===== config.mk =====
export PLATFORM = sky130hd
export DESIGN_NAME = uart_rx_param
export DESIGN_NICKNAME = d
export VERILOG_FILES = /design/src/rtl/uart_rx_param_pkg.sv /design/src/rtl/uart_rx_param_sampler.sv /design/src/rtl/uart_rx_param.sv
export SDC_FILE = /design/constraint.sdc
export NUM_CORES = 1
export LEC_CHECK = 0
export CELL_PAD_IN_SITES_DETAIL_PLACEMENT = 1
export CELL_PAD_IN_SITES_GLOBAL_PLACEMENT = 2
export CORE_ASPECT_RATIO = 2
export CORE_MARGIN = 2
export CORE_UTILIZATION = 36
export DETAILED_ROUTE_END_ITERATION = 8
export PLACE_DENSITY_LB_ADDON = 0.1
export SLEW_MARGIN = 20
export SYNTH_ARGS = -nofsm -noshare
export SYNTH_HDL_FRONTEND = slang
export SYNTH_HIERARCHICAL = 1
export SYNTH_SLANG_ARGS = --single-unit
export TNS_END_PERCENT = 10

===== constraint.sdc =====
create_clock -name clk -period 4.7 [get_ports clk]
set_input_delay 1.41 -clock clk [delete_from_list [all_inputs] [get_ports clk]]
set_output_delay 1.41 -clock clk [all_outputs]
set_load 0.005 [all_outputs]

===== src/rtl/uart_rx_param_pkg.sv =====
// Shared definitions for the parametrised UART receiver: FSM state encoding, parity
// modes, the default oversample rate and the 3-input majority vote used by the sampler.
package uart_rx_param_pkg;

   typedef enum logic [2:0] {
      IDLE,
      START,
      DATA,
      PARITY,
      STOP
   } rx_state_t;

   typedef enum logic [1:0] {
      PAR_NONE,
      PAR_EVEN,
      PAR_ODD
   } parity_mode_t;

   localparam int OVERSAMPLE_RATE = 16;

   function automatic logic majority3(input logic a, input logic b, input logic c);
      return (a & b) | (a & c) | (b & c);
   endfunction

endpackage


===== src/rtl/uart_rx_param_sampler.sv =====
// uart_rx_sampler: 2-flop synchroniser for the asynchronous rx pad plus a 3-deep
// majority voter over the synchronised line as captured on s_tick.
module uart_rx_sampler
   import uart_rx_param_pkg::*;
(
   input  logic clk,
   input  logic rst,
   input  logic rx,
   input  logic s_tick,
   output logic rx_s,
   output logic voted
);

   logic       rx_meta_q, rx_meta_d;
   logic       rx_s_q, rx_s_d;
   logic [1:0] hist_q, hist_d;

   always_comb begin
      rx_meta_d = rx;
      rx_s_d    = rx_meta_q;
      hist_d    = hist_q;
      if (s_tick) begin
         hist_d = {hist_q[0], rx_s_q};
      end
   end

   // Idle-high reset so a reset never looks like a start bit.
   always_ff @(posedge clk) begin
      if (rst) begin
         rx_meta_q <= 1'b1;
         rx_s_q    <= 1'b1;
         hist_q    <= 2'b11;
      end else begin
         rx_meta_q <= rx_meta_d;
         rx_s_q    <= rx_s_d;
         hist_q    <= hist_d;
      end
   end

   // On a tick, the sample being captured now joins the two previous ones in the vote.
   assign rx_s  = rx_s_q;
   assign voted = majority3(hist_q[1], hist_q[0], rx_s_q);

endmodule


===== src/rtl/uart_rx_param.sv =====
// uart_rx_param: oversampling UART receiver with false-start rejection, majority voting
// and framing/parity error pulses. Parity support is built only with UART_RX_PARITY_EN.
module uart_rx_param
   import uart_rx_param_pkg::*;
#(
   parameter int DATA_BITS   = 8,
   parameter int OVERSAMPLE  = OVERSAMPLE_RATE,
   parameter int STOP_BITS   = 1,
   parameter int PARITY_MODE = 0
) (
   input  logic                 clk,
   input  logic                 rst,
   input  logic                 rx_en,
   input  logic                 rx,
   input  logic                 s_tick,
   output logic [DATA_BITS-1:0] data,
   output logic                 valid,
   output logic                 busy,
   output logic                 frame_err,
   output logic                 parity_err
);

   localparam int S_W = $clog2(OVERSAMPLE);
   localparam int N_W = $clog2(DATA_BITS + 1);
   localparam logic [S_W-1:0] S_HALF    = S_W'(OVERSAMPLE / 2 - 1);
   localparam logic [S_W-1:0] S_FULL    = S_W'(OVERSAMPLE - 1);
   localparam logic [N_W-1:0] N_LAST    = N_W'(DATA_BITS - 1);
   localparam logic [N_W-1:0] STOP_LAST = N_W'(STOP_BITS - 1);

`ifdef UART_RX_PARITY_EN
   localparam parity_mode_t PAR_CFG    = parity_mode_t'(PARITY_MODE);
   localparam bit           HAS_PARITY = (PAR_CFG != PAR_NONE);
   localparam rx_state_t    AFTER_DATA = HAS_PARITY ? PARITY : STOP;
`else
   localparam rx_state_t    AFTER_DATA = STOP;
`endif

   rx_state_t            state_q, state_d;
   logic [S_W-1:0]       s_cnt_q, s_cnt_d;
   logic [N_W-1:0]       n_cnt_q, n_cnt_d;
   logic [DATA_BITS-1:0] shift_q, shift_d;
   logic [DATA_BITS-1:0] data_q, data_d;
   logic                 frame_flag_q, frame_flag_d;
   logic                 valid_q, valid_d;
   logic                 frame_err_q, frame_err_d;
   logic                 rx_s, voted;
   logic                 tick_half, tick_full, last_data, last_stop;

   uart_rx_sampler u_sampler (
      .clk    (clk),
      .rst    (rst),
      .rx     (rx),
      .s_tick (s_tick),
      .rx_s   (rx_s),
      .voted  (voted)
   );

   assign tick_half = s_tick && (s_cnt_q == S_HALF);
   assign tick_full = s_tick && (s_cnt_q == S_FULL);
   assign last_data = (n_cnt_q == N_LAST);
   assign last_stop = (n_cnt_q == STOP_LAST);

`ifdef UART_RX_PARITY_EN
   logic par_flag_q, par_flag_d;
   logic parity_err_q, parity_err_d;
   logic par_expect;

   assign par_expect = (^shift_q) ^ (PAR_CFG == PAR_ODD);

   always_ff @(posedge clk) begin
      if (rst) begin
         par_flag_q   <= 1'b0;
         parity_err_q <= 1'b0;
      end else begin
         par_flag_q   <= par_flag_d;
         parity_err_q <= parity_err_d;
      end
   end

   assign parity_err = parity_err_q;
`else
   assign parity_err = 1'b0;
`endif

   always_ff @(posedge clk) begin
      if (rst) begin
         state_q      <= IDLE;
         s_cnt_q      <= '0;
         n_cnt_q      <= '0;
         shift_q      <= '0;
         data_q       <= '0;
         frame_flag_q <= 1'b0;
         valid_q      <= 1'b0;
         frame_err_q  <= 1'b0;
      end else begin
         state_q      <= state_d;
         s_cnt_q      <= s_cnt_d;
         n_cnt_q      <= n_cnt_d;
         shift_q      <= shift_d;
         data_q       <= data_d;
         frame_flag_q <= frame_flag_d;
         valid_q      <= valid_d;
         frame_err_q  <= frame_err_d;
      end
   end

   always_comb begin
      state_d = state_q;
      case (state_q)
         IDLE:   if (!rx_s && rx_en) state_d = START;
         START:  if (tick_half) state_d = voted ? IDLE : DATA;
         DATA:   if (tick_full && last_data) state_d = AFTER_DATA;
`ifdef UART_RX_PARITY_EN
         PARITY: if (tick_full) state_d = STOP;
`endif
         STOP:   if (tick_full && last_stop) state_d = IDLE;
         default: state_d = IDLE;
      endcase
   end

   // Counters restart at every sample point; in STOP n_cnt counts stop bits instead of data bits.
   always_comb begin
      s_cnt_d      = s_cnt_q;
      n_cnt_d      = n_cnt_q;
      shift_d      = shift_q;
      data_d       = data_q;
      frame_flag_d = frame_flag_q;
      valid_d      = 1'b0;
      frame_err_d  = 1'b0;
`ifdef UART_RX_PARITY_EN
      par_flag_d   = par_flag_q;
      parity_err_d = 1'b0;
`endif
      case (state_q)
         IDLE: begin
            s_cnt_d      = '0;
            n_cnt_d      = '0;
            frame_flag_d = 1'b0;
`ifdef UART_RX_PARITY_EN
            par_flag_d   = 1'b0;
`endif
         end
         START: begin
            if (s_tick) s_cnt_d = tick_half ? '0 : s_cnt_q + 1'b1;
         end
         DATA: begin
            if (tick_full) begin
               shift_d = {voted, shift_q[DATA_BITS-1:1]};
               s_cnt_d = '0;
               n_cnt_d = last_data ? '0 : n_cnt_q + 1'b1;
            end else if (s_tick) begin
               s_cnt_d = s_cnt_q + 1'b1;
            end
         end
`ifdef UART_RX_PARITY_EN
         PARITY: begin
            if (tick_full) begin
               s_cnt_d = '0;
               if (voted != par_expect) par_flag_d = 1'b1;
            end else if (s_tick) begin
               s_cnt_d = s_cnt_q + 1'b1;
            end
         end
`endif
         STOP: begin
            if (tick_full) begin
               s_cnt_d = '0;
               n_cnt_d = n_cnt_q + 1'b1;
               if (!voted) frame_flag_d = 1'b1;
               if (last_stop) begin
                  data_d       = shift_q;
                  valid_d      = 1'b1;
                  frame_err_d  = frame_flag_q | ~voted;
`ifdef UART_RX_PARITY_EN
                  parity_err_d = par_flag_q;
`endif
               end
            end else if (s_tick) begin
               s_cnt_d = s_cnt_q + 1'b1;
            end
         end
         default: begin
            s_cnt_d = '0;
            n_cnt_d = '0;
         end
      endcase
   end

   assign busy      = (state_q != IDLE);
   assign data      = data_q;
   assign valid     = valid_q;
   assign frame_err = frame_err_q;

endmodule

Yosys cells after proc, flatten, opt, wreduce, memory -nomap -nowiden
Index checks and enable logic that the tools add are counted.
{"block": "word_totals", "latch_bits": 0, "wordCells": 77, "reg_bits": 34, "mem_bits_rw": 0, "romBits": 0, "input_bits": 5, "n_memories": 0}
{"block": "classes", "n_bitwise": 11, "shift": 0, "muxes": 19, "magnitude_cmp": 0, "eq_ne": 15, "div_mod_pow": 0, "add_sub_neg": 2, "mul": 0, "n_reduce_logical": 19}
{"cell": "$mux 4", "count": 7}
{"cell": "$ne 2x2->1 const B", "count": 8}
{"cell": "$mux 3", "count": 4}
{"cell": "$pmux 3 s4", "count": 1}
{"cell": "$pmux 4 s3", "count": 1}
{"cell": "$reduce_and 3->1", "count": 3}
{"cell": "$add 4x1->4 const B", "count": 2}
{"cell": "$eq 4x3->1 const B", "count": 2}
{"cell": "$pmux 4 s2", "count": 1}
{"cell": "$logic_and 1x1->1", "count": 5}
{"cell": "$not 1->1", "count": 5}
{"cell": "$eq 4x4->1 const B", "count": 1}
{"cell": "$logic_not 4->1", "count": 1}
{"cell": "$reduce_and 2->1", "count": 2}
{"cell": "$reduce_and 4->1", "count": 1}
{"cell": "$reduce_or 4->1", "count": 1}
{"cell": "$and 1x1->1", "count": 3}
{"cell": "$eq 3x1->1 const B", "count": 1}
{"cell": "$eq 3x2->1 const B", "count": 1}
{"cell": "$eq 3x3->1 const B", "count": 1}
{"cell": "$logic_not 3->1", "count": 1}
{"cell": "$mux 1", "count": 3}
{"cell": "$ne 3x1->1 const B", "count": 1}
{"cell": "$or 1x1->1", "count": 3}
{"cell": "other kinds (7)", "count": 7}

Depth between registers and ports, before layout
{"block": "depth", "depth_word": 6, "depth_mapped": 7, "depth_no_buf": 5}

Cells and area by module
Netlist, hierarchy kept.
{"module": "uart_rx_param", "area_per_inst_um2": 1467.7, "cells_each": 168, "instances": 1}
{"module": "uart_rx_sampler", "area_per_inst_um2": 132.6, "cells_each": 11, "instances": 1}

Least setup slack after synthesis
Ideal clock, no wire load.
{"block": "synth_timing", "path_type": "in2reg", "startpoint": "in s_tick", "endpoint": "reg n_cnt_q[3]", "arrival_ns": 2.525, "path_slack_ns": 2.109, "n_path_buf": 2, "path_stages": 6, "required_ns": 4.634, "path_cell_list": "buf_4 > and4_1 > buf_6 > nor2_2 > or4_4 > a21oi_2"}
{"block": "synth_via", "elab_chain_cells": 3, "elab_cells_between_ends": 4, "classes_between": "2 x eq/ne; 2 x reduce/logical"}
{"element": "from (decl)", "line": "uart_rx_param.sv:15", "source": "input logic s_tick,"}
{"element": "$logic_and 1x1->1 *", "line": "uart_rx_param.sv:59", "source": "assign tick_full = s_tick && (s_cnt_q == S_FULL);"}
{"element": "$ne 2x2->1 (no source line)"}
{"element": "$reduce_and 3->1 (no source line) *"}
{"element": "to (signal assigned)", "line": "uart_rx_param.sv:98", "source": "n_cnt_q <= n_cnt_d;"}
{"element": "to (decl)", "line": "uart_rx_param.sv:40", "source": "logic [N_W-1:0] n_cnt_q, n_cnt_d;"}
Mark *: on every way between the ends. The rest lies on a longest branch, timed or not.
A chain may end at the register's enable or synchronous reset.

Worst setup path in the final report
{"block": "layout_timing", "startpoint": "in s_tick", "endpoint": "reg data_q[0] (netlist: data[0])"}
{"block": "layout_via", "elab_chain_cells": 2}
{"element": "$logic_and 1x1->1", "line": "uart_rx_param.sv:59"}
{"element": "$reduce_and 3->1 (no source line)"}
{"element": "to (signal assigned)", "line": "uart_rx_param.sv:100", "source": "data_q <= data_d;"}
{"element": "to (decl)", "line": "uart_rx_param.sv:42", "source": "logic [DATA_BITS-1:0] data_q, data_d;"}
No other way between the ends.

==> summary.txt <==
placed cell areas - 0.00177 mm2
global-route wire length before repair - 6.59 mm
Critical Path Max Stage Delay - 0.73 ns
NumNets Final - 200
CTS tree - yes
H-Tree Depth - 2
CORE AREA - 0.00430 mm2
crit path launch type - input port
GP Congestion - 0.773
max-cap violations - 0
internal power - 418 uW
share of layout cells above drive strength 1 - 11.9%
vias in the first global route - 1383
Worst-Margin Slew - 0.678 ns
via count - 1353
Clk Latency, worst-skew pair - 0.29 ns
final instance area - 0.00186 mm2
RSZ-0062 raised after global routing - false
critical path arrival - 3.73 ns
Most used DFF post-synth - dfxtp_1
EDFF count, synth - 0
crit-path leading delay family - simple AND/OR/NAND/NOR gates
Unique masters post-synth - 53
Period minus WS final - 3.56 ns
Net Switching - 124 uW
final hold slack - 0.422 ns
clk slew on worst S/H paths - 0.07 ns
cells after synthesis - 179
WS Path Type - input port to register
CP max stage cell - clkdlybuf4s50_1
worst hold-check path type - register to register
Mapped Area - 0.00160 mm2
Setup crit end kind - register
Lkg Pwr - 0.000699 uW
IO buf count - 15
Final Hold Violating Endpoints - 0
top layer reached by signal wires - met4
routed length on met3 - 60 um
Die H - 98.3 um
drt via density - 5.48
gr usage total - 17.7%
drt drc - 0
Critical Path Fanout Max - 18
routed len/inst - 16.3 um
Post-DP HPWL - 3.02 mm
worst setup margin - 1.14 ns
Routed Antenna Nets - 0
clk sinks - 34
slew margin rel. - 54.8%
status - complete, no violations
Peak Freq - 0.281 GHz
Logic pwr share - 4.0%
DRT iter0 DRCs - 12
dpl ws - 0.826 ns
yosys warns - 6
post-CTS sizing - 0
Buf/Inv on CP - 1
Post-Route WL - 4.02 mm
IR drop worst, VDD - 183 uV
largest net degree at the start of global routing - 29
Post-CTS Hold Buffers - 0
Placement Rows - 34
clock share of power - 41.9%
Worst Skew - 0.00681 ns
Async S/R FF share, synth - 0%
CTS root buf - clkbuf_8
post-CTS setup buffer count - 0
met2 routed WL - 2.46 mm
Setup Total Neg Slack - 0 ns
power per cell area - 291 mW/mm2
most frequent cells in the layout - dfxtp_1 (34), nor2_1 (18), nand2_1 (15), clkdlybuf4s50_1 (15), a21oi_1 (12)
leading cell type in the layout, fill and taps excluded - dfxtp_1
Initial Utilization - 37.2%
total die area - 0.00503 mm2
DRT Pass-1 Iters - 4
sequential group share of total power - 54.0%
initial antenna violation count - 0
I/O Pins - 17
clock buffer depth - 2
chip width - 51.1 um
wl on met1 - 1.42 mm
period utilization - 75.7%
Req. time, crit path - 4.87 ns
ANT cells - 0
Seq/Total Area, Yosys - 42.5%
CTS buffer count - 5
Remaining Overflow, GRT - 0
dpl cells - 239
Avg Synthesized Cell Area - 8.94 um2
Area growth syn-to-layout - 16.5%
Synthesized Nets - 187
sw frac - 22.9%
Slew Limit Fails - 0
Post-Layout Cell Count - 247
synthesized flop and latch total - 34
CP Cell Sequence - clkdlybuf4s50_1 > and4_1 > nand4_2 > mux2i_1 > nor2_1
Setup-failing EPs final - 0
==> cells by family after synthesis <==
| group | count (synthesis) | share of synthesized area [%] |
|---|---|---|
| AO/OA/AOI/OAI | 35 | 15.6 |
| AND/OR/NAND/NOR | 79 | 27.2 |
| multiplexers | 9 | 5.63 |
| flip-flops | 34 | 42.5 |
| buffers and inverters | 15 | 4.69 |
| other | 1 | 0.234 |
| XOR/XNOR | 2 | 1.09 |
| adder cells (fa/ha/maj) | 4 | 2.97 |
==> power by group through the flow <==
stage | logic (uW) | registers, uW | clock network, uW
finish | 22.0 | 293 | 227
global route | 24.1 | 294 | 251
CTS | 22.4 | 293 | 236
global placement | 21.5 | 300 | 0
floorplan | 14.8 | 298 | 0
detailed placement | 22.1 | 300 | 0
==> through the flow <==
step | total power, uW | utilization (%)
floorplan | 313 | -
global placement | 321 | 41.2
detailed placement | 322 | 41.2
CTS | 552 | 43.4
global route | 569 | 43.4
finish | 542 | 43.4
==> layout make-up <==
type	count	area, um2
Clock buffer	6	82.6
Clock inverter	2	12.5
Fill cell	512	2430
Inverter	5	18.8
Multi-Input combinational cell	130	845
Sequential cell	34	681
Tap cell	54	67.6
Timing Repair Buffer	16	158
==> flip-flops by register name (all words and copies together), names as in the netlist <==
register and flops:
data 8, shift_q 8, n_cnt_q 4, s_cnt_q 4, state_q 3, u_sampler/hist_q 2
frame_err 1, frame_flag_q 1, u_sampler/rx_meta_q 1, u_sampler/rx_s 1, valid 1
==> routing by layer <==
metal  track usage [%]  up-vias
met5                 0        -
met4              8.11        0
met3              3.21        6
met2              36.0        9
met1              15.2      677
li1                  -      661
==> synthesized netlist by cell type (2+ instances only) <==
master	count	share of area (%)
buf_4	2	0.94
nand3_1	10	3.1
a211o_1	3	1.6
ha_1	3	2.3
nor2b_1	5	2.0
clkbuf_1	4	0.94
dfxtp_1	34	43
nand4_1	2	0.78
buf_2	3	0.94
inv_1	5	1.2
nand2_1	15	3.5
nor2_1	18	4.2
o21ai_0	2	0.63
o22ai_1	2	0.78
nor3_1	9	2.8
or2_2	3	1.2
a21oi_1	12	3.8
or3b_2	2	1.1
mux2i_1	9	5.6
nand2b_1	3	1.2
==> path summary, 6_finish.rpt <==
kind | from | cells past startpoint | slack, ns | endpoint
max | s_tick | 5 | 1.14 | data[0]
min reg2reg | u_sampler/rx_meta_q | 1 | 0.42 | u_sampler/rx_s
min | u_sampler/rx_meta_q | 1 | 0.42 | u_sampler/rx_s
max reg2reg | s_cnt_q[0] | 5 | 2.42 | data[0]
Note: power is estimated with default switching activity, not from simulation.
